<file path="config.mk">
export PLATFORM = sky130hd
export DESIGN_NAME = csa_sub_pipe
export DESIGN_NICKNAME = d
export VERILOG_FILES = /design/src/rtl/csa_sub_pipe.sv
export SDC_FILE = /design/constraint.sdc
export NUM_CORES = 1
export LEC_CHECK = 0
export CAP_MARGIN = 10
export CORE_MARGIN = 5
export CORE_UTILIZATION = 46
export DETAILED_ROUTE_END_ITERATION = 12
export GPL_ROUTABILITY_DRIVEN = 0
export PLACE_DENSITY = 0.83
export SYNTH_ARGS = -nofsm -noshare
export SYNTH_HDL_FRONTEND = slang
export SYNTH_SLANG_ARGS = --single-unit
</file>
<file path="constraint.sdc">
create_clock -name clk -period 1.6 [get_ports clk]
set_clock_uncertainty 0.1 [all_clocks]
set_input_delay 0.48 -clock clk [delete_from_list [all_inputs] [get_ports clk]]
set_output_delay 0.48 -clock clk [all_outputs]
set_load 0.005 [all_outputs]
</file>
<file path="src/rtl/csa_sub_pipe.sv">
// Two-stage pipelined subtractor d = a - b - bin built from carry-select blocks, valid/ready handshake.
// Optional macro SUB_SATURATE_EN clamps borrowing results to zero and raises sat.
module csa_sub_pipe #(
  parameter int WIDTH = 16,
  parameter int BLK   = 4
) (
  input  logic             clk,
  input  logic             rst_n,
  input  logic             in_valid,
  output logic             in_ready,
  input  logic [WIDTH-1:0] a,
  input  logic [WIDTH-1:0] b,
  input  logic             bin,
  output logic             out_valid,
  input  logic             out_ready,
  output logic [WIDTH-1:0] d,
  output logic             bout,
  output logic             zero,
  output logic             neg,
  output logic             ovf,
  output logic             sat
);

  localparam int unsigned HALF = WIDTH / 2;
  localparam int unsigned NB   = HALF / BLK;

  logic s1_valid, s2_valid;
  logic s1_load, s2_load;

  assign s2_load  = !s2_valid || out_ready;
  assign s1_load  = !s1_valid || s2_load;
  assign in_ready = s1_load;
  assign out_valid = s2_valid;

  // Stage 1 combinational: resolve low half, precompute both upper-block candidates
  logic [HALF-1:0]          lo_sum_n;
  logic                     c_mid_n;
  logic [NB-1:0][BLK-1:0]   sum0_n, sum1_n;
  logic [NB-1:0]            car0_n, car1_n;

  always_comb begin
    logic            c;
    logic [BLK:0]    t;
    logic [BLK:0]    t0;
    logic [BLK:0]    t1;
    logic [BLK-1:0]  x;
    logic [BLK-1:0]  y;
    lo_sum_n = '0;
    sum0_n   = '0;
    sum1_n   = '0;
    car0_n   = '0;
    car1_n   = '0;
    c        = ~bin;
    t        = '0;
    t0       = '0;
    t1       = '0;
    for (int unsigned i = 0; i < NB; i++) begin
      x = a[i*BLK +: BLK];
      y = ~b[i*BLK +: BLK];
      t = {1'b0, x} + {1'b0, y} + {{BLK{1'b0}}, c};
      lo_sum_n[i*BLK +: BLK] = t[BLK-1:0];
      c = t[BLK];
    end
    c_mid_n = c;
    for (int unsigned j = 0; j < NB; j++) begin
      x  = a[HALF + j*BLK +: BLK];
      y  = ~b[HALF + j*BLK +: BLK];
      t0 = {1'b0, x} + {1'b0, y};
      t1 = {1'b0, x} + {1'b0, y} + {{BLK{1'b0}}, 1'b1};
      sum0_n[j] = t0[BLK-1:0];
      car0_n[j] = t0[BLK];
      sum1_n[j] = t1[BLK-1:0];
      car1_n[j] = t1[BLK];
    end
  end

  logic [HALF-1:0]        s1_lo;
  logic                   s1_cmid;
  logic [NB-1:0][BLK-1:0] s1_sum0, s1_sum1;
  logic [NB-1:0]          s1_car0, s1_car1;
  logic                   s1_a_msb, s1_nb_msb;

  always_ff @(posedge clk or negedge rst_n) begin
    if (!rst_n) begin
      s1_valid  <= 1'b0;
      s1_lo     <= '0;
      s1_cmid   <= 1'b0;
      s1_sum0   <= '0;
      s1_sum1   <= '0;
      s1_car0   <= '0;
      s1_car1   <= '0;
      s1_a_msb  <= 1'b0;
      s1_nb_msb <= 1'b0;
    end else if (s1_load) begin
      s1_valid <= in_valid;
      if (in_valid) begin
        s1_lo     <= lo_sum_n;
        s1_cmid   <= c_mid_n;
        s1_sum0   <= sum0_n;
        s1_sum1   <= sum1_n;
        s1_car0   <= car0_n;
        s1_car1   <= car1_n;
        s1_a_msb  <= a[WIDTH-1];
        s1_nb_msb <= ~b[WIDTH-1];
      end
    end
  end

  // Stage 2 combinational: ripple c_mid through the upper-block select muxes
  logic [WIDTH-1:0] d_raw, d_n;
  logic [HALF-1:0]  hi;
  logic             bout_n, ovf_n, sat_n, zero_n, neg_n;

  always_comb begin
    logic c;
    hi = '0;
    c  = s1_cmid;
    for (int unsigned j = 0; j < NB; j++) begin
      hi[j*BLK +: BLK] = c ? s1_sum1[j] : s1_sum0[j];
      c = c ? s1_car1[j] : s1_car0[j];
    end
    d_raw  = {hi, s1_lo};
    bout_n = ~c;
    // a and b signs differ exactly when a_msb equals the inverted b_msb
    ovf_n  = (s1_a_msb == s1_nb_msb) && (d_raw[WIDTH-1] != s1_a_msb);
`ifdef SUB_SATURATE_EN
    d_n    = bout_n ? '0 : d_raw;
    sat_n  = bout_n;
`else
    d_n    = d_raw;
    sat_n  = 1'b0;
`endif
    zero_n = (d_n == '0);
    neg_n  = d_n[WIDTH-1];
  end

  always_ff @(posedge clk or negedge rst_n) begin
    if (!rst_n) begin
      s2_valid <= 1'b0;
      d        <= '0;
      bout     <= 1'b0;
      zero     <= 1'b0;
      neg      <= 1'b0;
      ovf      <= 1'b0;
      sat      <= 1'b0;
    end else if (s2_load) begin
      s2_valid <= s1_valid;
      if (s1_valid) begin
        d    <= d_n;
        bout <= bout_n;
        zero <= zero_n;
        neg  <= neg_n;
        ovf  <= ovf_n;
        sat  <= sat_n;
      end
    end
  end

endmodule
</file>
==> impl_results.md <==
* EDFF count, synth at 0
* Clock Latency Late Sink at roughly 300 ps
* Placed Cells at about 470
* Post-DRT Antenna Nets at 0
* NumNets Final at between 400 and 500
* Worst Path Max Fanout at 2
* First-pass GRT wire length at 12.5 mm
* Failing checks: negative setup slack
* Clk pin slew, worst setup/hold paths at approximately 90 ps
* Std cell rows at 28
* Initial DRC Count at between 100 and 150
* Total GRT Usage at 0.204
* Clk sinks at between 50 and 60
* Uppermost layer routed: met4
* Post-route cell area at between 4000 and 5000 sq um
* Largest area contributor in the netlist: dfrtp_1
* Reg2Reg Setup Slack at -120 ps
* Syn. warnings at 0
* Sequential power share at 0.415
* Post-Syn Nets at 344
* CP endpoint kind: flop
* Vias per std cell at roughly 5.3
* WL/cell at 16.4 microns
* CTS Root Cell: clkbuf_8
* Die area at ~8000 sq um
* Met2 WL at between 4 and 5 mm
* Peak supply drop at around 0.70 mV
* Most frequent cells in the layout: dfrtp_1, nand2_1, buf_4
* Fmax at a little under 0.4 GHz
* Startpoint types: input pin
* Via count at approximately 2600
* Pre-Repair DR Iteration Count at 4
* Hold WS at 12.4 ps
* TritonCTS clock tree: built
* HPWL Detailed at between 5 and 6 mm
* Max Root-Sink Buffers at 2
* Die height at about 90 microns
* Wire length on met3 at just under 400 microns
* # Max-Cap Violations at 0
* Register area at 1300 sq um
* Post-synthesis cell area at just under 3000 sq um
* Detailed Route WL at slightly below 8 mm
* Synth top area cells: dfrtp_1, ha_1, nand2_1
* Int Pwr at between 0.003 and 0.004 W
* Post-DP Area at 4140 sq um
* IO Port Bufs at 58
* Post-synth top area share at 0.450
* Starting Density at 0.480
* Dominant synthesized flop cell: dfrtp_1
* Setup TNS at -7840 ps
* GR Overflow Total at 0
* Final Cycle Share at 1.61
* Filler Cell Count at ~370
* Hold WC Path Type: input pin to asynchronous set/reset pin
* Final count of hold timing violations at 0
* CP required at 1750 ps
* Final slew viol count at 0
* Syn-to-layout area delta at 57.0%
* IO Pins at 60
* Antenna violations before repair at 0
* LEAKAGE at roughly 2.2 nW
* Pwr/cell area at 985 nW/um^2
* Core area at around 6000 sq um
* DRC at 0
* Origin of the critical flop-to-flop path: s1_cmid
* Clock share of power at 0.174
* Syn avg cell area at 10.2 sq um
* R2R depth at 4
* Share of layout cells above drive strength 1 at 0.412
* Vias in the first global route at around 2800
* H-tree depth at 2
* Status: complete, but fails checks
* Metal-1 WL at between 2 and 3 mm
* Final Util at 0.754
* Final setup fails at 19
* Most common cell after layout, fill and taps aside: dfrtp_1
* Ys async rst share at 1.00
* Non-filler cells, final at slightly below 500
* Multi-input logic area at 1760 sq um
* Chip Width at roughly 90 microns
* Net Sw Power at between 0.001 and 0.0015 W
* Min Tclk post-route at 2570 ps
* Netlist cell types at a little over 40
* Worst path arrival time at 2720 ps
* Largest net degree at the start of global routing at 21
* Switching part of the total at 0.318
* Post-synthesis register bit count at between 50 and 60
* Sequential-to-total area share from yosys stat at 0.450
* ANT cells at 0
* Critical path type: input pin to flop
* Slack of the critical path at -972 ps
* Logic pwr share at 0.411
* RSZ-0062 raised after global routing: yes
* Cells after Synth at about 290
* Worst r2r dst: zero
* Num CTS Buffers at 5
[power groups by stage]
| stage | Clock (W) | Sequential (W) | Combinational, W |
|---|---|---|---|
| global placement | 0 | 0.00185 | 0.00159 |
| floorplan | 0 | 0.00184 | 0.000763 |
| CTS | 0.000780 | 0.00184 | 0.00171 |
| global route | 0.000838 | 0.00190 | 0.00199 |
| detailed placement | 0 | 0.00188 | 0.00164 |
| finish | 0.000777 | 0.00186 | 0.00184 |
[how the worst max path moves through the flow]
stage | slack [ps] | startpoint | depth (start not counted) | endpoint
3_5_place_dp | -1650 | bin | 11 | s1_cmid
4_1_cts | -1000 | a[0] | 12 | s1_cmid
6_report | -970 | bin | 11 | s1_cmid
3_3_place_gp | -1570 | bin | 11 | s1_cmid
2_1_floorplan | -1050 | bin | 10 | s1_cmid
5_1_grt | -1040 | bin | 11 | s1_cmid
[metrics by stage]
step	total power (W)	worst slack, ps
2_1_floorplan	0.00261	-1050
3_3_place_gp	0.00344	-1570
3_5_place_dp	0.00352	-1650
4_1_cts	0.00433	-1000
5_1_grt	0.00473	-1040
6_report	0.00447	-972
[logic make-up (layout without fill, tap and decap cells)]
family | Yosys count | after routing | synth area share
simple gates | 80 | 80 | 0.128
buf+inv | 40 | 165 | 0.0571
xor+xnor | 11 | 11 | 0.0428
mux | 24 | 24 | 0.0934
flops | 52 | 52 | 0.450
fa+ha+maj | 22 | 22 | 0.111
compound gates | 55 | 55 | 0.117
other cells | 1 | 1 | 0.00130
[worst max-delay path: stages]
cell and delay (ps):
buf_6 90, fa_2 400, fa_2 410, o21ai_2 130, a21oi_2 70, fa_2 360, fa_2 360, nor2b_1 120
o21ai_1 70, nand2_1 70, o22a_2 140
[cell type report]
type	count	share of cell area
multi-input combinational	193	0.388
tap	75	0.0207
sequential	52	0.287
inverter	29	0.0303
clock buffer	7	0.0190
timing repair buffer	128	0.254
clock inverter	1	0.00165
[sequential cells by signal (all words and copies together), names as in the netlist]
name / cells
bout: 1
s1_a_msb: 1
s1_car0: 2
ovf: 1
s1_nb_msb: 1
s1_lo: 8
out_valid: 1
s1_sum1: 8
s1_car1: 2
zero: 1
d: 16
s1_sum0: 8
s1_valid: 1
s1_cmid: 1
[Yosys cell counts, types with 2 or more instances]
cell type,count
dfrtp_1,52
nand2_1,50
o21ai_0,30
inv_1,28
ha_1,16
mux2_2,13
mux2i_1,9
clkbuf_1,8
a21oi_1,7
fa_1,6
a2111o_1,5
nor2b_1,5
xor2_1,5
nor4_1,4
xnor2_1,4
and2_1,3
nand2b_1,3
nand3_1,3
nor3b_1,3
a21boi_0,2
buf_4,2
nor2_1,2
nor3_1,2
o211ai_1,2
o21a_1,2
o21ai_1,2
o31ai_1,2
xnor3_1,2
[layer usage]
| metal | vias up | global-route usage |
|---|---|---|
| met1 | 1277 | 0.231 |
| li1 | 1204 | - |
| met4 | 0 | 0.0582 |
| met3 | 22 | 0.0350 |
| met5 | - | 0 |
| met2 | 81 | 0.390 |
[what timing repair did]
action	CTS	global route
hold buffers	0	0
setup buffers	9	5
gates cloned	0	0
resized for setup	143	23
endpoints found under the setup margin	55	27
pin swaps	35	27
(Power assumes the default switching activity.)
